===== src/rtl/multi_clock_divider.sv =====
// -----------------------------------------------------------------------------
// multi_clock_divider
//
// Generates NUM_CH independent divided clocks from the core clock clk_in.
// Every channel has a runtime-programmable ratio, a glitch-free enable and
// ratio change, and core-domain strobes that mark its divided-clock edges.
// It replaces the old single fixed-ratio interconnect divider. It feeds the
// interconnect, router and memory clock domains of the simulator top level.
//
// Optional build macro: DIV_ODD_DUTY50_EN
//   Defined   : for odd ratios, a negedge flop stretches the high phase by
//               half a clk_in period, which gives an exact 50% duty. Strobes
//               and counters stay posedge-only.
//   Undefined : the design is purely posedge. An odd R gives H high cycles
//               and R-H low cycles. Even R behaves the same in both builds.
//
// Parameters
//   NUM_CH        number of divided-clock channels
//   RATIO_W       width of a ratio field (legal ratio 2 .. 2^RATIO_W-1)
//   DEFAULT_RATIO ratio of every channel after reset
//   CNT_W         width of each rising-edge counter
//
// Ports
//   clk_in        core clock
//   rst_l         asynchronous active-low reset
//   ch_en         per-channel run request (level)
//   ratio_load    per-channel one-cycle load request for ratio_in
//   ratio_in      requested ratio, RATIO_W bits per channel
//   clk_out       divided clocks
//   rise_strobe   high in the clk_in cycle in which clk_out rises
//   fall_strobe   high in the clk_in cycle in which clk_out falls
//   load_ack      pulse when a pending ratio becomes active
//   load_err      pulse the cycle after a ratio_load of 0 or 1
//   ratio_active  ratio currently in effect, RATIO_W bits per channel
//   edge_count    clk_out rising edges since reset, CNT_W bits per channel
// -----------------------------------------------------------------------------
module multi_clock_divider #(
    parameter int NUM_CH        = 2,
    parameter int RATIO_W       = 8,
    parameter int DEFAULT_RATIO = 2,
    parameter int CNT_W         = 32
) (
    input  logic                        clk_in,
    input  logic                        rst_l,
    input  logic [NUM_CH-1:0]           ch_en,
    input  logic [NUM_CH-1:0]           ratio_load,
    input  logic [NUM_CH*RATIO_W-1:0]   ratio_in,
    output logic [NUM_CH-1:0]           clk_out,
    output logic [NUM_CH-1:0]           rise_strobe,
    output logic [NUM_CH-1:0]           fall_strobe,
    output logic [NUM_CH-1:0]           load_ack,
    output logic [NUM_CH-1:0]           load_err,
    output logic [NUM_CH*RATIO_W-1:0]   ratio_active,
    output logic [NUM_CH*CNT_W-1:0]     edge_count
);

    typedef enum logic [1:0] {
        ST_IDLE     = 2'd0,
        ST_RUN      = 2'd1,
        ST_STOPPING = 2'd2
    } state_e;

    localparam logic [RATIO_W-1:0] DEF_R     = RATIO_W'(DEFAULT_RATIO);
    localparam logic [RATIO_W-1:0] R_ONE     = {{(RATIO_W-1){1'b0}}, 1'b1};
    localparam logic [CNT_W-1:0]   CNT_ONE   = {{(CNT_W-1){1'b0}}, 1'b1};

    // An out-of-range default ratio would produce a stuck or runt clock.
    // Elaboration is stopped in that case.
    generate
        if ((DEFAULT_RATIO < 2) || (64'(DEFAULT_RATIO) >= (64'd1 << RATIO_W))) begin : g_bad_default
            $error("multi_clock_divider: DEFAULT_RATIO must satisfy 2 <= DEFAULT_RATIO < 2**RATIO_W");
        end
    endgenerate

    genvar gi;
    generate
        for (gi = 0; gi < NUM_CH; gi = gi + 1) begin : g_ch
            state_e             state_q,    state_d;
            logic [RATIO_W-1:0] count_q,    count_d;
            logic [RATIO_W-1:0] ratio_q,    ratio_d;
            logic [RATIO_W-1:0] pend_q,     pend_d;
            logic               pend_vld_q, pend_vld_d;
            logic               clk_q,      clk_d;
            logic               rise_q,     rise_d;
            logic               fall_q,     fall_d;
            logic               ack_q,      ack_d;
            logic               err_q,      err_d;
            logic [CNT_W-1:0]   edges_q,    edges_d;

            logic [RATIO_W-1:0] ratio_req;
            logic [RATIO_W-1:0] half_d;
            logic               ratio_legal;
            logic               load_ok;
            logic               wrap;
            logic               apply;
            logic               run_d;

            assign ratio_req   = ratio_in[gi*RATIO_W +: RATIO_W];
            // A ratio is legal when it is >= 2, which means some bit above the LSB is set.
            assign ratio_legal = |ratio_req[RATIO_W-1:1];
            assign load_ok     = ratio_load[gi] & ratio_legal;
            // Last count of the current period. It only has meaning outside IDLE.
            assign wrap        = (count_q == (ratio_q - R_ONE));

            always_comb begin
                state_d    = state_q;
                count_d    = count_q;
                ratio_d    = ratio_q;
                pend_d     = pend_q;
                pend_vld_d = pend_vld_q;
                ack_d      = 1'b0;
                err_d      = ratio_load[gi] & ~ratio_legal;
                apply      = 1'b0;

                case (state_q)
                    ST_IDLE: begin
                        // While idle there is no period to protect. A pending
                        // ratio is taken on the next edge, and the first period
                        // after enable already uses it.
                        count_d = '0;
                        apply   = pend_vld_q;
                        if (ch_en[gi]) begin
                            state_d = ST_RUN;
                        end
                    end
                    ST_RUN, ST_STOPPING: begin
                        if (wrap) begin
                            count_d = '0;
                            apply   = pend_vld_q;
                            // A disable that is still present at the wrap ends the clock.
                            // Otherwise a new full period starts.
                            state_d = ch_en[gi] ? ST_RUN : ST_IDLE;
                        end else begin
                            count_d = count_q + R_ONE;
                            state_d = ch_en[gi] ? ST_RUN : ST_STOPPING;
                        end
                    end
                    default: begin
                        state_d = ST_IDLE;
                        count_d = '0;
                    end
                endcase

                if (apply) begin
                    ratio_d    = pend_q;
                    pend_vld_d = 1'b0;
                    ack_d      = 1'b1;
                end

                // This test comes after apply. A load that lands on the apply
                // edge therefore becomes the next pending value and does not
                // replace the one just applied.
                if (load_ok) begin
                    pend_d     = ratio_req;
                    pend_vld_d = 1'b1;
                end

                // All outputs are registered versions of the next-state
                // relations, so clk_out, the strobes and count stay aligned.
                half_d  = ratio_d >> 1;
                run_d   = (state_d != ST_IDLE);
                clk_d   = run_d && (count_d < half_d);
                rise_d  = run_d && (count_d == '0);
                fall_d  = run_d && (count_d == half_d);
                edges_d = rise_d ? (edges_q + CNT_ONE) : edges_q;
            end

            always_ff @(posedge clk_in or negedge rst_l) begin
                if (!rst_l) begin
                    state_q    <= ST_IDLE;
                    count_q    <= '0;
                    ratio_q    <= DEF_R;
                    pend_q     <= DEF_R;
                    pend_vld_q <= 1'b0;
                    clk_q      <= 1'b0;
                    rise_q     <= 1'b0;
                    fall_q     <= 1'b0;
                    ack_q      <= 1'b0;
                    err_q      <= 1'b0;
                    edges_q    <= '0;
                end else begin
                    state_q    <= state_d;
                    count_q    <= count_d;
                    ratio_q    <= ratio_d;
                    pend_q     <= pend_d;
                    pend_vld_q <= pend_vld_d;
                    clk_q      <= clk_d;
                    rise_q     <= rise_d;
                    fall_q     <= fall_d;
                    ack_q      <= ack_d;
                    err_q      <= err_d;
                    edges_q    <= edges_d;
                end
            end

`ifdef DIV_ODD_DUTY50_EN
            // The negedge copy of the high phase holds clk_out high for half a
            // clk_in cycle after the posedge term falls. This happens only for
            // odd ratios and gives an exact 50% duty. The ratio can only change
            // at a wrap, when the posedge term has already been low for at least
            // one cycle, so the odd qualifier never cuts a phase short.
            logic ext_q, ext_d;

            always_comb begin
                ext_d = clk_q & ratio_q[0];
            end

            always_ff @(negedge clk_in or negedge rst_l) begin
                if (!rst_l) begin
                    ext_q <= 1'b0;
                end else begin
                    ext_q <= ext_d;
                end
            end

            assign clk_out[gi] = clk_q | ext_q;
`else
            assign clk_out[gi] = clk_q;
`endif

            assign rise_strobe[gi]                     = rise_q;
            assign fall_strobe[gi]                     = fall_q;
            assign load_ack[gi]                        = ack_q;
            assign load_err[gi]                        = err_q;
            assign ratio_active[gi*RATIO_W +: RATIO_W] = ratio_q;
            assign edge_count[gi*CNT_W +: CNT_W]       = edges_q;
        end
    endgenerate

endmodule


===== config.mk =====
export PLATFORM = sky130hd
export DESIGN_NAME = multi_clock_divider
export DESIGN_NICKNAME = d
export VERILOG_FILES = /design/src/rtl/multi_clock_divider.sv
export SDC_FILE = /design/constraint.sdc
export NUM_CORES = 1
export LEC_CHECK = 0
export ABC_AREA = 1
export ABC_CLOCK_PERIOD_IN_PS = 3100
export CAP_MARGIN = 20
export CORE_ASPECT_RATIO = 1.25
export CORE_MARGIN = 1.5
export CORE_UTILIZATION = 50
export CTS_CLUSTER_SIZE = 24
export DETAILED_ROUTE_END_ITERATION = 8
export PLACE_DENSITY = 0.8
export SYNTH_ARGS = -nofsm -noshare
export SYNTH_HDL_FRONTEND = slang
export SYNTH_SLANG_ARGS = --single-unit

===== constraint.sdc =====
create_clock -name clk_in -period 3.1 [get_ports clk_in]
set_clock_uncertainty 0.15 [all_clocks]
set_input_delay 0.31 -clock clk_in [delete_from_list [all_inputs] [get_ports clk_in]]
set_output_delay 0.31 -clock clk_in [all_outputs]
set_load 0.01 [all_outputs]

Word-level counts from Yosys, hierarchy flattened
Cells that the tools add are included.
{"block": "word_totals", "word_cells": 90, "out_inout_bits": 90, "register_bits": 128}
{"block": "classes", "n_addsub": 6, "n_mux": 26, "n_bitwise": 6, "eq_ne": 8, "n_reduce_logical": 18, "magnitude_cmp": 2}
{"cell": "32-bit by 1-bit adder with 32-bit output (second input constant)", "count": 2}
{"cell": "8-bit two-way mux", "count": 6}
{"cell": "8-bit by 1-bit adder with 8-bit output (second input constant)", "count": 2}
{"cell": "8-bit by 7-bit equality test with 1-bit output", "count": 2}
{"cell": "8-bit equality test", "count": 2}
{"cell": "8-bit zero test", "count": 2}
{"cell": "8-bit by 7-bit less-than comparator with 1-bit output", "count": 2}
{"cell": "8-bit by 1-bit subtractor with 8-bit output (second input constant)", "count": 2}
{"cell": "7-bit OR reduction", "count": 2}
{"cell": "2-bit two-way mux", "count": 6}
{"cell": "1-bit two-way mux", "count": 10}
{"cell": "2-bit case mux with 2 select lines", "count": 2}
{"cell": "2-bit nonzero test", "count": 4}
{"cell": "1-bit logical AND", "count": 6}
{"cell": "1-bit bitwise AND", "count": 4}
{"cell": "2-bit by 1-bit equality test with 1-bit output (second input constant)", "count": 2}
{"cell": "2-bit equality test (second input constant)", "count": 2}
{"cell": "2-bit zero test", "count": 2}
{"cell": "1-bit case mux with 2 select lines", "count": 2}
{"cell": "2-bit OR reduction", "count": 2}
{"cell": "1-bit NOT", "count": 2}

Logic depth before layout (Yosys ltp)
Gate-level depths: netlist of run 1.
{"block": "depth", "ltp_word": 7, "depth_mapped": 24, "mapped_depth_nobuf": 23}

Worst setup path before layout of run 1
Ideal clock, no wire load.
{"block": "synth_path", "path_type": "register to register", "start": "register g_ch[1].ratio_q[1]", "end": "register g_ch[1].clk_q", "synth_period_minus_slack_ps": 3013, "setup_slack_ps": 87, "setup_time_ps": 122, "t_arrival_ps": 2741, "stages_incl_launch_ff": 25, "cell_sequence": "dfstp_2 inv_1 ha_1 inv_1 nand2_1 nand2_1 nor2_1 nand2_1 nor2_1 nand2_1 nor2_1 nand2_2 nand2_1 nand2_1 buf_2 nand2_1 o21ai_0 ha_1 inv_1 nor2_1 nor2_1 nor3_1 a211oi_1 o211ai_1 nor2_1"}
{"block": "synth_between", "elab_chain_cells": 7, "elab_cells_between_ends": 12}
{"element": "from (decl)", "line_no": "80", "source": "logic [RATIO_W-1:0] ratio_q, ratio_d;"}
{"element": "from (signal assigned)", "line_no": "184", "source": "ratio_q <= ratio_d;"}
{"element": "8-bit by 1-bit subtractor with 8-bit output", "line_no": "103", "source": "assign wrap = (count_q == (ratio_q - R_ONE));"}
{"element": "8-bit equality test", "line_no": "103"}
{"element": "1-bit two-way mux", "line_no": "127", "source": "if (wrap) begin"}
{"element": "1-bit case mux with 2 select lines", "line_no": "115", "source": "case (state_q)"}
{"element": "8-bit two-way mux", "line_no": "144", "source": "if (apply) begin"}
{"element": "8-bit by 7-bit less-than comparator with 1-bit output", "line_no": "162", "source": "clk_d = run_d && (count_d < half_d);"}
{"element": "1-bit logical AND *", "line_no": "162"}
{"element": "via g_ch[1].clk_d", "line_no": "83", "source": "logic clk_q, clk_d;"}
{"element": "to (signal assigned)", "line_no": "187", "source": "clk_q <= clk_d;"}
{"element": "to (decl)", "line_no": "83"}
The timed path passes the listed nets; every way through them passes the cells marked *.
A chain may end at the register's enable or synchronous reset.

Worst setup path after layout of run 1
Ends and elaborated chain as after synthesis.

==> results of run 1 <==
==> cell families (layout without fill, tap and decap cells) <==
| family | Yosys count | count (layout) | synth area share |
|---|---|---|---|
| and+or+nand+nor | 592 | 594 | 0.326 |
| muxes | 6 | 6 | 0.00868 |
| AOI/OAI and AO/OA | 57 | 57 | 0.0410 |
| DFF | 128 | 128 | 0.412 |
| buffers and inverters | 148 | 275 | 0.0840 |
| adders and majority gates | 24 | 24 | 0.0386 |
| xor gates and xnor gates | 80 | 80 | 0.0900 |
==> placed cells by master, fill, tap and decap left out, types with 6 or more instances in the layout <==
master and instances:
o211ai_1 7, nor3_1 28, inv_1 111, o21ai_0 20, clkbuf_16 17, nor4_1 14
ha_1 23, xnor2_1 22, nor2_1 106, o21ai_1 8, a21oi_1 14, xor2_1 58
nand4_1 14, dfrtp_1 124, mux2_2 6, buf_4 12, nand3_1 96, nand2_2 8
clkdlybuf4s50_1 110, clkbuf_1 6, nand2_1 304
==> sequential cells by signal, summed over array words and instances (netlist names) <==
register         cells
g_ch.err_q           2
g_ch.pend_vld_q      2
g_ch.count_q        16
g_ch.clk_q           2
g_ch.ack_q           2
g_ch.pend_q         16
g_ch.edges_q        64
g_ch.rise_q          2
g_ch.fall_q          2
g_ch.ratio_q        16
g_ch.state_q         4
==> worst max-delay path: cells and delay by family, from the launching register on <==
kind	cells	cell delay [ns]
adder cells (fa/ha/maj)	2	0.57
AND/OR/NAND/NOR	15	1.12
AO/OA/AOI/OAI	3	0.47
flip-flops	1	0.53
buffers and inverters	3	0.13
==> per-layer routing <==
layer / vias to the layer above / track usage
met2: 173 / 0.435
met3: 43 / 0.0473
met1: 3381 / 0.297
li1: 3527 / -
met5: - / 0
met4: 0 / 0.103
==> final cells by class <==
cell class	count	area, sq um
Clock buffer	28	517
Clock inverter	4	72.6
Fill cell	1304	5300
Inverter	116	435
Multi-Input combinational cell	761	4020
Sequential cell	128	3210
Tap cell	208	260
Timing Repair Buffer	127	1260
==> timing repair <==
item	in CTS	in global routing
buffers inserted	0	2
endpoints found under the setup margin	2	4
gates cloned	0	2
hold buffers	1	0
pin swaps	0	10
resized for setup	5	27
hold endpoints to repair	53	0
==> how the worst min path moves through the flow <==
| stage | startpoint | depth (start not counted) | endpoint | slack [ns] |
|---|---|---|---|---|
| CTS | rst_l | 2 | g_ch[0].err_q$_DFF_PN0_ | 0.27 |
| detailed placement | rst_l | 1 | g_ch[0].err_q$_DFF_PN0_ | 0.15 |
| finish | rst_l | 2 | g_ch[0].err_q$_DFF_PN0_ | 0.26 |
| floorplan | rst_l | 0 | g_ch[0].ack_q$_DFF_PN0_ | -0.14 |
| global route | rst_l | 2 | g_ch[0].err_q$_DFF_PN0_ | 0.31 |
| global placement | rst_l | 1 | g_ch[0].err_q$_DFF_PN0_ | 0.15 |
==> report_power, final <==
group	internal (W)	switching [W]	leakage, nW
sequential	0.00198	0.000282	1.67
clock	0.00129	0.000701	0.285
combinational	0.00142	0.00255	2.95
total	0.00468	0.00353	4.91
==> per-stage QoR <==
stage               worst slack (ns)  cell area [sq um]  utilization  total power, W  cells
floorplan                     0.0867               7790            -         0.00488   1035
global placement              0.0302               9060        0.601         0.00584   1335
detailed placement            -0.132               9060        0.601         0.00593   1335
CTS                           0.0249               9670        0.641         0.00797   1368
global route                  -0.120               9780        0.648         0.00876   1372
finish                        0.0283               9780        0.648         0.00821   1372
==> flow_summary.yaml, run 1 <==
outcome:
  status: "finished clean"
clock_tree:
  clockBufferDepth: 2
  clkSinkCount: 128
  cts.clk_slew.worst_paths_ns: 0.05
  cts_tree: "done"
  clockRootBuffer: "clkbuf_16"
  clock_latency_ns: 0.42
  htreeDepth: 4
  cts_made_buffers: 17
timing:
  rsz0062_at_grt: "yes"
  worstMarginPinSlew_ns: 0.530
  setup-violations-final: 0
  hold_viol_final: 0
  final.period_utilization: 0.991
  setup_tns_ns: 0
  relSlewSlack: 0.644
  holdWs_ns: 0.265
  min_period_ns: 3.07
  max_freq_mhz: 326
  drv_slew: 0
floorplan:
  die-area_sq_um: 16300
  initial_core_util: 0.516
  core_sq_um: 15100
  chipWidth_um: 115
  row_count: 50
  io_pins: 112
  die_h_um: 143
setup_path:
  rr_startpoint: "g_ch[1].ratio_q[1]$_DFF_PN1_"
  endpoint: "g_ch[1].clk_q$_DFF_PN0_"
  cp-end-kind: "flop"
  crit_path_start_kind: "flop"
  critPathKind: "flop to flop"
  rr_endpoint: "g_ch[1].clk_q$_DFF_PN0_"
  crit_top_cell: "nor2_1"
  max_stage_delay_ns: 0.53
  slowest_stage: "dfstp_2"
  crit_path_max_fanout: 7
  rrSetupSlack_ns: 0.03
  worstPathRequired_ns: 3.30
  crit_path_cell_trace: "inv_2, ha_4, inv_2, nand2_1, nand2_1, nor2_1, nand2_1, nor2_1, nand2_1, nor2_1, nand2_2, nand2_4, nand2_8, nand2_2, o21ai_2, ha_1, inv_1, nor2_1, nor2_1, nor3_1, a211oi_1, o211ai_1, nor2_1"
  reg2reg_depth: 23
  crit_path_start: "g_ch[1].ratio_q[1]$_DFF_PN1_"
  critPathArrivalTime_ns: 3.27
placement:
  gp_congestion: 0.901
  dpl.hpwl_um: 14200
  port-buffer-count: 111
power:
  power_density_nw_per_um2: 840
  p_leak_nw: 4.91
  ir_worst_vdd_v: 0.000620
layout:
  area_delta_synth_final_pct: 25.6
  drive_gt1_frac: 0.0747
  antenna_cells: 0
  fin_nets: 1197
yosys:
  yosys-top-cells-count: "nand2_1, dfrtp_1, inv_1, nor2_1, nand3_1"
  synth_seq_cells: 128
  synth.avg_cell_area_sq_um: 7.52
  async_reset_ff_frac: 1.00
  synthesis.area_sq_um: 7790
  yosysWarnings: 0
  synth_cells: 1035
  yosysMostFrequentCell: "nand2_1"
  yosysUniqueCellTypes: 37
  synth_top_area_share: 0.399
  syn-num-nets: 1081
  seq_area_frac_synth: 0.412
  synth.area.top_cells: "dfrtp_1, nand2_1, xor2_1"
  synth_edf_count: 0
  yosysTopAreaCell: "dfrtp_1"
  synthFlopType: "dfrtp_1"
drt:
  wl_met1_um: 8350
  top_layer: "met4"
  wl_per_cell_um: 14.3
  dr_wl_met2_um: 10000
  avgViaCountPerCell: 5.19
  firstDrtPassIters: 5
  drt_iter0_drc: 391
  vias: 7124
  antenna_left: 0
  drc: 0
  met3_length_um: 769
  totalWireLength_um: 19600
grt:
  gr-usage-all-layers: 0.248
  grt_overflow: 0
  grt_pass1_vias: 6876
  grt_max_degree: 74
  grt_antenna_before_repair: 0
  grt_pass1_wl_um: 32300
hold_path:
  hold_class: "input pin to async pin"
job:
  maxCapViolCount: 0
No activity file was read; power rests on OpenSTA's default activity.
==> inputs of run 2 (changes only) <==
- ABC_CLOCK_PERIOD_IN_PS: 3100 -> 2500
- PLACE_DENSITY: 0.8 -> 0.77
- clock period: 3.1 -> 2.5 ns (I/O delays scaled with it)
==> flow_summary.yaml, run 2 (synthesis results as in run 1) <==
clock_tree:
  htreeDepth: 4
  clkSinkCount: 128
  cts_tree: "done"
  clockRootBuffer: "clkbuf_16"
  cts_made_buffers: 17
  clockBufferDepth: 2
  cts.clk_slew.worst_paths_ns: 0.06
  clock_latency_ns: 0.42
floorplan:
  chipWidth_um: 115
  core_sq_um: 15100
  row_count: 50
  die_h_um: 143
  die-area_sq_um: 16300
  initial_core_util: 0.516
  io_pins: 112
timing:
  hold_viol_final: 0
  final.period_utilization: 1.20
  drv_slew: 0
  setup_slack_ns: -0.491
  relSlewSlack: 0.494
  worstMarginPinSlew_ns: 0.759
  rsz0062_at_grt: "yes"
  max_freq_mhz: 334
  setup_tns_ns: -17.53
  setup-violations-final: 72
  min_period_ns: 2.99
placement:
  dp_cells: 1421
  port-buffer-count: 111
  post-place-ws_ns: -0.602
  dpl.hpwl_um: 14900
  placed_area_sq_um: 9810
  gp_congestion: 0.952
drt:
  drc: 2
  avgViaCountPerCell: 5.42
  totalWireLength_um: 24900
  firstDrtPassIters: 8
  wl_per_cell_um: 16.7
  drt_iter0_drc: 624
  antenna_left: 0
  vias: 8094
power:
  p_leak_nw: 5.69
  ir_worst_vdd_v: 0.000930
  power_density_nw_per_um2: 1300
  total_power_w: 0.0151
layout:
  fin_cells: 1492
  final_common_cell: "nand2_1"
  design_area_sq_um: 11600
  layout_common_cells: "nand2_1, dfrtp_1, clkdlybuf4s50_1"
  nFillCells: 989
  top_register: "g_ch.edges_q"
  drive_gt1_frac: 0.234
  largest_register_ffs: 64
  antenna_cells: 0
  area_delta_synth_final_pct: 49.3
  fin_nets: 1317
grt:
  met3_usage: 0.0639
  grt_antenna_before_repair: 0
  grt_max_degree: 52
  gr-usage-all-layers: 0.304
  grt.busiest_layer: "met2"
  grt_pass1_wl_um: 38900
  grt_pass1_vias: 7947
  grtUsageMet2: 0.530
  grt_util_met1: 0.351
  grt_overflow: 0
setup_path:
  cp-end-kind: "flop"
  crit_path_max_fanout: 6
  critPathKind: "flop to flop"
  crit_path_start_kind: "flop"
  critPathArrivalTime_ns: 3.15
  worstPathRequired_ns: 2.66
outcome:
  status: "finished with violations"
  violations: "DRC, setup timing"
hold_path:
  hold_class: "input pin to flop"
job:
  maxCapViolCount: 0
==> run 2: changes by cell type in the layout (fill, tap and decap cells not counted), sizes merged <==
| cell | before | now |
|---|---|---|
| clkinvlp | 1 | 3 |
| nand2 | 318 | 317 |
| bufbuf | 0 | 1 |
| clkinv | 1 | 7 |
| clkbuf | 28 | 20 |
| buf | 16 | 136 |
==> run 2: critical path, stage by stage, from the launching register on <==
cell      delay [ns]
dfstp_2         0.54
inv_2           0.05
ha_4            0.26
inv_2           0.03
nand2_1         0.04
nand2_1         0.04
nor2_1          0.08
nand2_1         0.06
nor2_1          0.08
nand2_1         0.07
nor2_2          0.09
nand2_2         0.09
nand2_4         0.11
nand2_8         0.08
nand2_1         0.10
o21ai_1         0.13
ha_1            0.32
inv_1           0.05
nor3_2          0.21
a211oi_2        0.05
o211ai_1        0.17
nor2_1          0.07
==> run 2: area by class of cell <==
type | count | area (sq um) | area share
Clock buffer | 20 | 447 | 0.0384
Clock inverter | 12 | 118 | 0.0101
Inverter | 116 | 440 | 0.0379
Multi-Input combinational cell | 760 | 4590 | 0.395
Sequential cell | 128 | 3210 | 0.276
Tap cell | 208 | 260 | 0.0224
Timing Repair Buffer | 248 | 2560 | 0.220
==> run 2: final timing paths <==
path                                          startpoint  depth (start not counted)                            end  slack (ns)
min reg2reg                g_ch[1].pend_q[0]$_DFFE_PN0P_                          2  g_ch[1].pend_q[0]$_DFFE_PN0P_        0.36
min in group asynchronous                          rst_l                          2        g_ch[1].err_q$_DFF_PN0_        0.30
min                                        ratio_load[0]                          3        g_ch[0].err_q$_DFF_PN0_        0.23
max                         g_ch[1].ratio_q[1]$_DFF_PN1_                         21        g_ch[1].clk_q$_DFF_PN0_       -0.49
max reg2reg                 g_ch[1].ratio_q[1]$_DFF_PN1_                         21        g_ch[1].clk_q$_DFF_PN0_       -0.49
max in group asynchronous                          rst_l                          3  g_ch[1].pend_q[1]$_DFFE_PN1P_        1.16
==> run 2: repair_timing <==
| item | CTS | global route |
|---|---|---|
| gates resized for setup | 99 | 67 |
| setup endpoints to repair | 71 | 73 |
| pin swaps | 61 | 36 |
| endpoints found under the hold margin | 44 | 0 |
| hold buffers | 1 | 0 |
| cloned | 12 | 0 |
| setup buffers | 20 | 10 |
==> run 2: metrics by stage <==
stage / hold slack (ns) / util
2_1_floorplan: -0.196 / -
3_3_place_gp: 0.195 / 0.651
3_5_place_dp: 0.200 / 0.651
4_1_cts: 0.215 / 0.749
5_1_grt: 0.225 / 0.771
6_report: 0.226 / 0.771
==> run 2: routing by layer <==
layer,vias up,share of wire
met3,122,0.063
met1,3818,0.38
met5,-,0
met2,383,0.51
li1,3771,-
met4,0,0.044
==> run 2: report_power, final <==
| part | total [W] | switching (W) | internal (W) |
|---|---|---|---|
| Sequential | 0.00278 | 0.000333 | 0.00245 |
| Combinational | 0.00992 | 0.00502 | 0.00490 |
| Clock | 0.00240 | 0.000926 | 0.00148 |
| Total | 0.0151 | 0.00628 | 0.00883 |
==> inputs of run 3 (changes only) <==
- ABC_AREA: 1 -> unset
- CORE_MARGIN: 1.5 -> 10
- CORE_UTILIZATION: 50 -> 49
==> flow_summary.yaml, run 3 <==
timing:
  worstMarginPinSlew_ns: 0.522
  setup_slack_ns: -1.04
  max_freq_mhz: 283
  relSlewSlack: 0.652
  final.period_utilization: 1.42
  min_period_ns: 3.54
  rsz0062_at_grt: "yes"
  hold_viol_final: 0
  drv_slew: 0
  setup-violations-final: 90
setup_path:
  critPathArrivalTime_ns: 3.73
  crit_path_max_fanout: 3
  crit_path_start_kind: "flop"
  worstPathRequired_ns: 2.69
  cp-end-kind: "flop"
  critPathKind: "flop to flop"
outcome:
  status: "finished with violations"
  violations: "setup timing"
placement:
  port-buffer-count: 111
  dp_cells: 978
  post-place-ws_ns: -0.959
  dpl.hpwl_um: 13400
  gp_congestion: 0.845
yosys:
  yosysUniqueCellTypes: 55
  synth_seq_cells: 128
  synth_top_area_share: 0.463
  async_reset_ff_frac: 1.00
  yosysTopAreaCell: "dfrtp_1"
  yosysMostFrequentCell: "dfrtp_1"
  yosysWarnings: 0
  seq_area_frac_synth: 0.479
  synth_cells: 643
  synth.avg_cell_area_sq_um: 10.4
  synthesis.area_sq_um: 6700
  yosys-top-cells-count: "dfrtp_1, xnor2_1, nand2_1, nor2_1, nand3_1"
  synthFlopType: "dfrtp_1"
  synth_edf_count: 0
  syn-num-nets: 689
  synth.area.top_cells: "dfrtp_1, xnor2_1, ha_1"
floorplan:
  die_h_um: 151
  chipWidth_um: 125
  core_sq_um: 13300
  io_pins: 112
  row_count: 47
  die-area_sq_um: 18800
  initial_core_util: 0.502
layout:
  layout_common_cells: "dfrtp_1, clkdlybuf4s50_1, buf_4"
  final_common_cell: "dfrtp_1"
  top_register: "g_ch.edges_q"
  area_delta_synth_final_pct: 54.7
  largest_register_ffs: 64
  fin_nets: 907
  fin_cells: 1045
  drive_gt1_frac: 0.316
  antenna_cells: 0
hold_path:
  hold_class: "input pin to async pin"
clock_tree:
  clockRootBuffer: "clkbuf_16"
  clock_latency_ns: 0.43
  clkSinkCount: 128
  cts_made_buffers: 17
  cts.clk_slew.worst_paths_ns: 0.06
  cts_tree: "done"
  htreeDepth: 4
  clockBufferDepth: 2
grt:
  grt_pass1_vias: 6198
  gr-usage-all-layers: 0.206
  grt_overflow: 0
  grt_max_degree: 61
  grt_antenna_before_repair: 0
  grt_pass1_wl_um: 31700
power:
  total_power_w: 0.0135
  power_density_nw_per_um2: 1300
  ir_worst_vdd_v: 0.00103
  p_leak_nw: 4.71
drt:
  totalWireLength_um: 21100
  firstDrtPassIters: 5
  avgViaCountPerCell: 5.70
  antenna_left: 0
  vias: 5956
  wl_per_cell_um: 20.2
  drc: 0
  drt_iter0_drc: 409
job:
  maxCapViolCount: 0
run 3: cell types whose count changed after synthesis, sizes merged, moves of 21 or more:
cell	before	now
nand2	316	64
inv	116	19
nor2	113	39
nand3	99	37
xnor2	22	70
xor2	58	22
and3	0	31
nor3	29	8
run 3: worst max-delay path, stage by stage, from the launching register on:
cell	delay, ns
dfrtp_2	0.41
inv_2	0.08
ha_4	0.12
or3b_4	0.40
nor4_4	0.17
o2111ai_2	0.14
or2_1	0.28
nor2_2	0.10
a21oi_2	0.08
nor3_4	0.20
mux2i_1	0.27
ha_1	0.29
nor2b_1	0.15
o21ai_1	0.12
nand2b_1	0.07
a21oi_1	0.13
o21ai_0	0.11
nor3_1	0.17
run 3: final timing paths:
kind	start	slack [ns]	end	cells past startpoint
max in group asynchronous	rst_l	1.20	g_ch[0].edges_q[4]$_DFFE_PN0P_	3
min	rst_l	0.20	g_ch[0].edges_q[27]$_DFFE_PN0P_	2
min reg2reg	g_ch[0].pend_q[1]$_DFFE_PN1P_	0.32	g_ch[0].pend_q[1]$_DFFE_PN1P_	2
max reg2reg	g_ch[0].ratio_q[0]$_DFFE_PN0N_	-1.04	g_ch[0].clk_q$_DFF_PN0_	17
min in group clk_in	ratio_in[1]	0.21	g_ch[0].pend_q[1]$_DFFE_PN1P_	3
max	g_ch[0].ratio_q[0]$_DFFE_PN0N_	-1.04	g_ch[0].clk_q$_DFF_PN0_	17
run 3: where the power goes:
part	internal (W)	leakage (nW)	switching, W
Sequential	0.00250	1.66	0.000475
Combinational	0.00422	2.73	0.00347
Clock	0.00188	0.322	0.000977
Total	0.00860	4.71	0.00492
run 3: repair_timing:
item	in CTS	in global routing
gates cloned	3	2
gates resized for setup	57	97
setup endpoints to repair	91	98
pin swaps	29	45
endpoints found under the hold margin	37	0
buffers inserted	39	22
hold buffers	1	0
run 3: kinds of logic (layout without fill, tap and decap cells):
logic type | Yosys count | after routing | synth area share
and+or+nand+nor | 258 | 258 | 0.206
DFF | 128 | 128 | 0.479
xor gates and xnor gates | 92 | 92 | 0.120
buffers and inverters | 57 | 288 | 0.0416
AOI/OAI and AO/OA | 52 | 52 | 0.0573
muxes | 32 | 32 | 0.0515
adders and majority gates | 24 | 24 | 0.0448
run 3: per-layer routing:
metal / global-route usage / vias to the layer above / share of wire
met5: 0 / - / 0
met4: 0.0881 / 0 / 0.029
met3: 0.0510 / 56 / 0.050
met2: 0.378 / 220 / 0.54
met1: 0.220 / 3014 / 0.38
li1: - / 2666 / -
run 3: area by class of cell:
class / instances / area [sq um]
tap: 171 / 214
sequential: 128 / 3210
clock inverter: 13 / 236
timing repair buffer: 237 / 2310
fill: 775 / 2980
multi-input combinational: 458 / 3900
inverter: 19 / 71.3
clock buffer: 19 / 433
run 3: metrics by stage:
step                      hold slack, ns  setup TNS [ns]  area [sq um]   util
after floorplan                   -0.196          -11.35          6920      -
after global placement             0.103          -23.67          8710  0.653
after detailed placement           0.107          -29.92          8710  0.653
after CTS                          0.203          -42.58          9830  0.736
after global routing               0.232          -50.65         10400  0.777
final                              0.198          -38.67         10400  0.777
